<file path="config.mk">
export PLATFORM = sky130hd
export DESIGN_NAME = oc8051_pt_programmer_flat
export DESIGN_NICKNAME = d
export VERILOG_FILES = /design/src/rtl/oc8051_pt_pkg.sv /design/src/rtl/oc8051_pt_programmer_if.sv /design/src/rtl/oc8051_ack_timer.sv /design/src/rtl/oc8051_pt_programmer.sv /design/src/flat_wrapper.sv
export SDC_FILE = /design/constraint.sdc
export NUM_CORES = 1
export LEC_CHECK = 0
export ABC_AREA = 1
export BUFFER_PORTS_ARGS = -buffer_cell sky130_fd_sc_hd__buf_2
export CELL_PAD_IN_SITES_DETAIL_PLACEMENT = 0
export CELL_PAD_IN_SITES_GLOBAL_PLACEMENT = 1
export CORE_UTILIZATION = 34
export DETAILED_ROUTE_END_ITERATION = 8
export HOLD_SLACK_MARGIN = 0.12
export PLACE_DENSITY = 0.83
export SYNTH_ARGS = -nofsm -noshare
export SYNTH_HDL_FRONTEND = slang
export SYNTH_SLANG_ARGS = --single-unit
</file>
<file path="constraint.sdc">
create_clock -name clk -period 2.6 [get_ports clk]
set_clock_uncertainty 0.1 [all_clocks]
set_input_delay 0.52 -clock clk [delete_from_list [all_inputs] [get_ports clk]]
set_output_delay 0.52 -clock clk [all_outputs]
set_load 0.01 [all_outputs]
</file>
<file path="src/rtl/oc8051_pt_pkg.sv">
// oc8051_pt_pkg: page-table / illegal-access address map and programmer FSM encoding
package oc8051_pt_pkg;

    typedef enum logic [2:0] {
        IDLE   = 3'd0,
        LD_REQ = 3'd1,
        LD_GAP = 3'd2,
        DP_REQ = 3'd3,
        DP_GAP = 3'd4,
        FIN    = 3'd5
    } pt_state_e;

    localparam logic [15:0] PT_BASE    = 16'hff80;
    localparam logic [15:0] PT_RD_BASE = 16'hffa0;
    localparam logic [15:0] PT_LAST    = 16'hffbf;
    localparam logic [15:0] IA_BASE    = 16'hffc0;
    localparam logic [15:0] IA_LAST    = 16'hffc5;

    localparam logic [5:0] LD_LAST_BEAT = 6'(PT_LAST - PT_BASE);
    localparam logic [5:0] DP_LAST_BEAT = 6'(IA_LAST - IA_BASE);

    function automatic logic [15:0] beat_addr(input logic [15:0] base, input logic [5:0] beat);
        return base + {10'd0, beat};
    endfunction

endpackage

</file>
<file path="src/rtl/oc8051_pt_programmer_if.sv">
// oc8051_pt_programmer_if: control, image, XRAM bus and illegal-access capture signals
interface oc8051_pt_programmer_if;

    logic        start_load;
    logic        start_dump;
    logic [5:0]  cfg_idx;
    logic [7:0]  cfg_data;
    logic [15:0] xram_addr;
    logic [7:0]  xram_data_out;
    logic        xram_wr;
    logic        priv_lvl;
    logic        pt_stb;
    logic        pt_ack;
    logic        ia_stb;
    logic        ia_ack;
    logic [7:0]  ia_data_in;
    logic [1:0]  ia_rwn;
    logic [15:0] ia_addr;
    logic [2:0]  ia_src;
    logic [15:0] ia_pc;
    logic        busy;
    logic        done;
    logic        err;

    modport master (
        input  start_load, start_dump, cfg_data, pt_ack, ia_ack, ia_data_in,
        output cfg_idx, xram_addr, xram_data_out, xram_wr, priv_lvl, pt_stb, ia_stb,
               ia_rwn, ia_addr, ia_src, ia_pc, busy, done, err
    );

    modport slave (
        output start_load, start_dump, cfg_data, pt_ack, ia_ack, ia_data_in,
        input  cfg_idx, xram_addr, xram_data_out, xram_wr, priv_lvl, pt_stb, ia_stb,
               ia_rwn, ia_addr, ia_src, ia_pc, busy, done, err
    );

endinterface

</file>
<file path="src/rtl/oc8051_ack_timer.sv">
// oc8051_ack_timer: counts strobe cycles without ack; expired marks the last allowed cycle
module oc8051_ack_timer #(
    parameter int TIMEOUT = 16
) (
    input  logic clk,
    input  logic rst,
    input  logic start,
    input  logic ack,
    output logic expired
);

    localparam int W = $clog2(TIMEOUT + 1);

    logic [W-1:0] cnt;
    logic [W-1:0] cur;

    // start is the first strobe cycle, so the count restarts combinationally
    always_comb begin
        cur     = start ? '0 : cnt;
        expired = cur == W'(TIMEOUT - 1);
    end

    always_ff @(posedge clk)
        cnt <= rst || ack ? '0 : expired ? cur : cur + 1'b1;

endmodule

</file>
<file path="src/rtl/oc8051_pt_programmer.sv">
// oc8051_pt_programmer: writes the 64-byte page table and reads back the 6 illegal-access registers
module oc8051_pt_programmer
    import oc8051_pt_pkg::*;
#(
    parameter int TIMEOUT = 16
) (
    input  logic clk,
    input  logic rst,
    oc8051_pt_programmer_if.master bus
);

    pt_state_e  state;
    pt_state_e  state_nxt;
    logic [5:0] beat;
    logic       is_ld;
    logic       is_dp;
    logic       stb_q;
    logic       ack;
    logic       last;
    logic       expired;
    logic       go;

    always_comb begin
        is_ld = state == LD_REQ;
        is_dp = state == DP_REQ;
        ack   = is_ld ? bus.pt_ack : is_dp ? bus.ia_ack : 1'b0;
        last  = beat == (is_ld ? LD_LAST_BEAT : DP_LAST_BEAT);
        go    = state == IDLE && (bus.start_load || bus.start_dump);
    end

    oc8051_ack_timer #(.TIMEOUT(TIMEOUT)) u_timer (
        .clk     (clk),
        .rst     (rst),
        .start   ((is_ld || is_dp) && !stb_q),
        .ack     (ack),
        .expired (expired)
    );

    always_ff @(posedge clk)
        state <= rst ? IDLE : state_nxt;

    // ack wins over a simultaneous timeout expiry
    always_comb begin
        state_nxt = state;
        case (state)
            IDLE:    state_nxt = bus.start_load ? LD_REQ : bus.start_dump ? DP_REQ : IDLE;
            LD_REQ:  state_nxt = ack ? (last ? FIN : LD_GAP) : expired ? IDLE : LD_REQ;
            LD_GAP:  state_nxt = LD_REQ;
            DP_REQ:  state_nxt = ack ? (last ? FIN : DP_GAP) : expired ? IDLE : DP_REQ;
            DP_GAP:  state_nxt = DP_REQ;
            default: state_nxt = IDLE;
        endcase
    end

    always_ff @(posedge clk) begin
        if (rst) begin
            beat        <= '0;
            stb_q       <= 1'b0;
            bus.err     <= 1'b0;
            bus.ia_rwn  <= '0;
            bus.ia_addr <= '0;
            bus.ia_src  <= '0;
            bus.ia_pc   <= '0;
        end else begin
            stb_q <= is_ld || is_dp;
            if (go)
                beat <= '0;
            else if (ack && !last)
                beat <= beat + 6'd1;
            if (go)
                bus.err <= 1'b0;
            else if ((is_ld || is_dp) && !ack && expired)
                bus.err <= 1'b1;
            if (is_dp && ack)
                case (beat)
                    6'd0:    bus.ia_rwn        <= bus.ia_data_in[1:0];
                    6'd1:    bus.ia_addr[15:8] <= bus.ia_data_in;
                    6'd2:    bus.ia_addr[7:0]  <= bus.ia_data_in;
                    6'd3:    bus.ia_src        <= bus.ia_data_in[2:0];
                    6'd4:    bus.ia_pc[7:0]    <= bus.ia_data_in;
                    6'd5:    bus.ia_pc[15:8]   <= bus.ia_data_in;
                    default: ;
                endcase
        end
    end

    always_comb begin
        bus.pt_stb        = is_ld;
        bus.ia_stb        = is_dp;
        bus.xram_wr       = is_ld;
        bus.xram_addr     = is_ld ? beat_addr(PT_BASE, beat) : is_dp ? beat_addr(IA_BASE, beat) : 16'h0000;
        bus.xram_data_out = is_ld ? bus.cfg_data : 8'h00;
        bus.cfg_idx       = is_ld ? beat : 6'd0;
        bus.busy          = state != IDLE;
        bus.priv_lvl      = state != IDLE;
        bus.done          = state == FIN;
    end

endmodule

</file>
<file path="src/flat_wrapper.sv">
// flat-port wrapper written by rule: the top's interface ports become plain ports
module oc8051_pt_programmer_flat import oc8051_pt_pkg::*;
#(
    parameter int TIMEOUT = 16
)
  (clk, rst, bus_start_load, bus_start_dump, bus_cfg_data, bus_pt_ack, bus_ia_ack, bus_ia_data_in, bus_cfg_idx, bus_xram_addr, bus_xram_data_out, bus_xram_wr, bus_priv_lvl, bus_pt_stb, bus_ia_stb, bus_ia_rwn, bus_ia_addr, bus_ia_src, bus_ia_pc, bus_busy, bus_done, bus_err);
  oc8051_pt_programmer_if bus_i ();
  input  logic clk;
  input  logic rst;
  input wire logic [$bits(bus_i.start_load)-1:0] bus_start_load;
  input wire logic [$bits(bus_i.start_dump)-1:0] bus_start_dump;
  input wire logic [$bits(bus_i.cfg_data)-1:0] bus_cfg_data;
  input wire logic [$bits(bus_i.pt_ack)-1:0] bus_pt_ack;
  input wire logic [$bits(bus_i.ia_ack)-1:0] bus_ia_ack;
  input wire logic [$bits(bus_i.ia_data_in)-1:0] bus_ia_data_in;
  output wire logic [$bits(bus_i.cfg_idx)-1:0] bus_cfg_idx;
  output wire logic [$bits(bus_i.xram_addr)-1:0] bus_xram_addr;
  output wire logic [$bits(bus_i.xram_data_out)-1:0] bus_xram_data_out;
  output wire logic [$bits(bus_i.xram_wr)-1:0] bus_xram_wr;
  output wire logic [$bits(bus_i.priv_lvl)-1:0] bus_priv_lvl;
  output wire logic [$bits(bus_i.pt_stb)-1:0] bus_pt_stb;
  output wire logic [$bits(bus_i.ia_stb)-1:0] bus_ia_stb;
  output wire logic [$bits(bus_i.ia_rwn)-1:0] bus_ia_rwn;
  output wire logic [$bits(bus_i.ia_addr)-1:0] bus_ia_addr;
  output wire logic [$bits(bus_i.ia_src)-1:0] bus_ia_src;
  output wire logic [$bits(bus_i.ia_pc)-1:0] bus_ia_pc;
  output wire logic [$bits(bus_i.busy)-1:0] bus_busy;
  output wire logic [$bits(bus_i.done)-1:0] bus_done;
  output wire logic [$bits(bus_i.err)-1:0] bus_err;
  assign bus_i.start_load = bus_start_load;
  assign bus_i.start_dump = bus_start_dump;
  assign bus_i.cfg_data = bus_cfg_data;
  assign bus_i.pt_ack = bus_pt_ack;
  assign bus_i.ia_ack = bus_ia_ack;
  assign bus_i.ia_data_in = bus_ia_data_in;
  assign bus_cfg_idx = bus_i.cfg_idx;
  assign bus_xram_addr = bus_i.xram_addr;
  assign bus_xram_data_out = bus_i.xram_data_out;
  assign bus_xram_wr = bus_i.xram_wr;
  assign bus_priv_lvl = bus_i.priv_lvl;
  assign bus_pt_stb = bus_i.pt_stb;
  assign bus_ia_stb = bus_i.ia_stb;
  assign bus_ia_rwn = bus_i.ia_rwn;
  assign bus_ia_addr = bus_i.ia_addr;
  assign bus_ia_src = bus_i.ia_src;
  assign bus_ia_pc = bus_i.ia_pc;
  assign bus_busy = bus_i.busy;
  assign bus_done = bus_i.done;
  assign bus_err = bus_i.err;
  oc8051_pt_programmer #(.TIMEOUT(TIMEOUT)) u_core (.clk(clk), .rst(rst), .bus(bus_i));
endmodule
</file>
After elaboration in Yosys (flattened, before gate mapping) --
Index checks and enable logic that the tools add are counted.
Word-level totals: logic and storage cells 67, bits of input ports 22, output and inout port bits 74, register bits after elaboration 53
Operators by class: reduce and logical (&&, ||, !) cells 22, multiplexer cells 18, add/subtract/negate cells 4, equal/unequal tests 12
Operators by type and width (number):
- 16-bit two-way mux | 2
- 3-bit case mux with 5 select lines | 1
- 6-bit by 2-bit equality test with 1-bit output, second input constant | 2
- 6-bit by 3-bit equality test with 1-bit output, second input constant | 2
- 3-bit two-way mux | 4
- 6-bit two-way mux | 2
- 2-bit AND reduction | 6
- 5-bit two-way mux | 2
- 8-bit by 7-bit adder with 9-bit output, first input constant | 1
- 7-bit by 7-bit adder with 8-bit output, first input constant | 1
- 8-bit two-way mux | 1
- 6-bit by 1-bit adder with 6-bit output, second input constant | 1
- 3-bit by 2-bit equality test with 1-bit output, second input constant | 2
- 3-bit equality test, second input constant | 2
- 6-bit by 1-bit equality test with 1-bit output, second input constant | 1
- 6-bit equality test | 1
- 1-bit logical AND | 6
- 6-bit logical NOT | 1
- 5-bit by 1-bit adder with 5-bit output, second input constant | 1
- 5-bit by 4-bit equality test with 1-bit output, second input constant | 1
- 1-bit two-way mux | 4
- 2-bit two-way mux | 2
- 3-bit by 1-bit equality test with 1-bit output, second input constant | 1
- 1-bit logical NOT | 3
- other kinds (4) | 6

Logic depth before layout (Yosys ltp) --
depth in word-level cells 8, depth in mapped cells 12, gate-level depth less buffers 12

Cells and area by module --
From an unflattened synthesis, not the netlist that was laid out.
Second synthesis, totals: cell total of the unflattened synthesis 358, area, all modules 2601.2 um^2
By module, submodules not included:
- oc8051_pt_programmer | area each 2311.0 um^2, sequential area each 960.9 um^2, times used 1, cells an instance 320
- oc8051_ack_timer | area each 290.3 um^2, sequential area each 100.1 um^2, times used 1, cells an instance 38

Worst setup path after synthesis --
Ideal clock, no wire load.
kind register -> output, from register u_core.state[0], to output port bus_cfg_idx[0], cell stages (with the launch flop) 5, setup slack 0.412 ns, required time 1.980 ns, path buffers 0, arrival 1.568 ns, cell sequence dfxtp_1 > nand2_1 > nor2_1 > clkinv_1 > nor2_1
Between the ends: word-level cells in the longest chain between the ends 2
Ends and longest elaborated chain:
- from (decl) | RTL line oc8051_pt_programmer.sv:12 | pt_state_e state;
- from (signal assigned) | RTL line oc8051_pt_programmer.sv:40 | state <= rst ? IDLE : state_nxt;
- 3-bit by 1-bit equality test with 1-bit output | RTL line oc8051_pt_programmer.sv:24 | is_ld = state == LD_REQ;
- via bus_pt_stb | RTL line flat_wrapper.sv:21 | output wire logic [$bits(bus_i.pt_stb)-1:0] bus_pt_stb;
- 6-bit two-way mux | RTL line oc8051_pt_programmer.sv:93 | bus.cfg_idx = is_ld ? beat : 6'd0;
- to (decl) | RTL line flat_wrapper.sv:16 | output wire logic [$bits(bus_i.cfg_idx)-1:0] bus_cfg_idx;
The timed path passes the listed nets, and every way through them passes these cells.

Worst setup path in the final report --
from register u_core.state[0], to output port bus_xram_data_out[7]
Between the ends: word-level cells in the longest chain between the ends 2
Ends and longest elaborated chain:
- 3-bit by 1-bit equality test with 1-bit output | RTL line oc8051_pt_programmer.sv:24
- 8-bit two-way mux | RTL line oc8051_pt_programmer.sv:92 | bus.xram_data_out = is_ld ? bus.cfg_data : 8'h00;
- to (decl) | RTL line flat_wrapper.sv:18 | output wire logic [$bits(bus_i.xram_data_out)-1:0] bus_xram_data_out;
No other way between the ends.

==> summary.txt <==
Cells and area
  • Layout Nets: 468
  • Synth-to-layout area growth: 25.97%
  • Commonest non-fill, non-tap cell in the layout: nor2_1
  • Most frequent cells in the layout: nor2_1, buf_2, dfxtp_1
  • Ant. Diodes: 0
  • Layout cells sized above 1: 0.2831
  • Finished Layout Cells: about 540

Routing
  • Initial drt markers: 60
  • Pre-antenna DRT Iters: 4
  • ANT nets after route: 0
  • DR WL/cell: about 11 um
  • Via count: around 2400
  • Drt total wl: roughly 6000 um
  • DRC violations left: 0
  • Vias per cell: roughly 4.5

Worst setup path
  • CP Capture Type: output port
  • Worst setup startpoint: u_core.state[0]
  • Crit path required time: ~2.0 ns
  • CP Class: reg -> out
  • CP startpoint kind: flip-flop
  • Worst-path maximum fanout: 10
  • FF-to-FF setup slack: 0.50 ns
  • Arr. time, crit path: ~1.7 ns
  • CP max stage delay: between 0.4 and 0.5 ns
  • Critical Path, Cell by Cell: nand2_1, nor2_4, clkinvlp_4, nor2_1, buf_2
  • Worst path bufs/invs: 2
  • R2r endpoint: u_core.state[0]
  • Worst path slowest cell: dfxtp_1
  • Worst reg2reg startpoint: u_core.state[2]
  • Worst Reg-to-Reg Cells: 12
  • Delay-heaviest family, CP: simple AND/OR/NAND/NOR gates

Placed design
  • Placed cell count: between 500 and 600
  • Final Wtd Congestion: around 0.78
  • # port buffers: between 90 and 100
  • DP HPWL: between 4000 and 5000 um

Floorplan
  • FP Rows: 31
  • Die Wd: between 80 and 90 um
  • CORE AREA: between 7000 and 8000 um2
  • Die area: between 7000 and 8000 um2
  • Die Ht: 88.67 um
  • IO Pins: 96
  • Initial Utilization: 0.3521

Clock tree
  • Clock sinks: 53
  • CTS clk-pin slew, worst paths: 0.09 ns
  • CTS Buffer Depth: 2
  • CTS root buf: clkbuf_8
  • Post-CTS setup buffer count: 0
  • H-tree levels: 2
  • CTS tree: built
  • Worst skew pair latency: ~0.31 ns
  • Clock buffer count from CTS: 5

Yosys
  • Syn Inst Count: 349
  • Synthesized area: approximately 2600 um2
  • Ys Warns: 0
  • Yosys cell types: 29
  • Number of synthesized register bits: between 50 and 60
  • Seq/Total Area, Yosys: 0.4155
  • Post-synthesis area per instance: 7.317 um2
  • Syn nets: 380

Power and ir drop
  • Pwr per Cell Area: between 500 and 600 nW/um2
  • Lkg Pwr: 0.001601 uW
  • Final Power: roughly 1800 uW
  • Worst IR Drop VDD: 0.0002194 V

Global route
  • Total gr overflow: 0
  • First-pass GRT wire length: roughly 10000 um
  • Initial antenna violation count: 0
  • Total track usage: 0.1577
  • Largest net degree at the start of global routing: 38
  • Vias in the first global route: 2126

STA
  • Final hold violations: 0
  • Final Cycle Share: 0.8888
  • Final setup vio count: 0
  • Max-slew headroom at the worst pin: 0.6594
  • RSZ-0062 raised after global routing: no
  • Fin Setup TNS: 0 ns
  • Final Max Slew Viols: 0
  • Max Clock Freq: 432.7 MHz
  • Clock period minus worst slack: around 2.3 ns
  • Worst slew pin tran: between 0.5 and 0.6 ns

Hold path
  • HP Start: rst
  • Hold-critical path depth: 2
  • Hold endpoint: u_core.state[2]
  • Worst hold-check path type: in -> reg

Status
  • Status: finished, final reports clean

Job
  • MaxCap Viol Count: 0
==> timing repair <==
action / in CTS / in global routing
hold buffers: 0 / 0
gates resized for setup: 1 / 2
endpoints found under the setup margin: 10 / 10
endpoints found under the hold margin: 0 / 0
==> state kept, by name, summed over array words and instances, names as in the netlist <==
name,flops
u_core.bus.ia_addr,16
u_core.stb_q,1
u_core.state,3
u_core.bus.ia_pc,16
u_core.u_timer.cnt,5
u_core.bus.ia_rwn,2
u_core.bus.ia_src,3
u_core.bus.err,1
u_core.beat,6
==> cell usage after synthesis, drive strengths merged <==
cell    instances  area (um2)
dfxtp          53        1061
buf            13       88.83
nand2          37       148.9
clkbuf          3       11.26
nand4           5       76.32
xnor2           1       8.760
clkinv          4       26.27
xor2            3       26.28
nand3          13       77.58
o21ai          40       204.0
a21oi          12       60.06
nor2          109       416.7
nor4            2       42.54
inv            39       146.4
ha              9       112.6
nor3            6       46.30
==> cell type report <==
cell class                 instances  area, um2
fill                             787       4036
multi-input combinational        237       1227
sequential                        53       1061
timing repair buffer              97      490.5
inverter                          43      176.4
tap                               99      123.9
clock buffer                       5      68.82
clock inverter                     3      68.82
==> worst max-delay path by stage <==
stage,end,cells after the start
detailed placement,bus_xram_data_out[7],5
global placement,bus_xram_data_out[3],5
finish,bus_xram_data_out[7],5
CTS,bus_xram_data_out[7],5
floorplan,bus_cfg_idx[0],4
global route,bus_xram_data_out[7],5
==> metal layers <==
metal,global-route usage,vias to the layer above,share of wire
li1,-,1264,-
met1,0.1974,1103,0.45
met2,0.2713,66,0.48
met3,0.03172,8,0.051
met4,0.05132,0,0.015
met5,0,-,0
==> per-stage QoR <==
stage          utilization  worst slack (ns)  hold WS [ns]  area (um2)
2_1_floorplan            -            0.4122        0.3408        2554
3_5_place_dp        0.4230            0.1925        0.3660        3068
6_report            0.4435            0.2890        0.3169        3217
3_3_place_gp        0.4230            0.3323        0.3487        3068
5_1_grt             0.4435           0.09981        0.3188        3217
4_1_cts             0.4423           0.07977        0.3097        3208
==> power breakdown <==
| group | switching (uW) | internal (uW) | total (uW) |
|---|---|---|---|
| combinational | 169 | 91.3 | 260 |
| sequential | 16.1 | 825 | 841 |
| clock | 282 | 388 | 669 |
==> cell families after synthesis <==
family / after synthesis / synth area share
adders and majority gates: 9 / 0.04410
AOI/OAI and AO/OA: 52 / 0.1034
DFF: 53 / 0.4155
xor gates and xnor gates: 4 / 0.01372
and+or+nand+nor: 172 / 0.3165
buffers and inverters: 59 / 0.1068
Power figures use the tool's default switching activity.
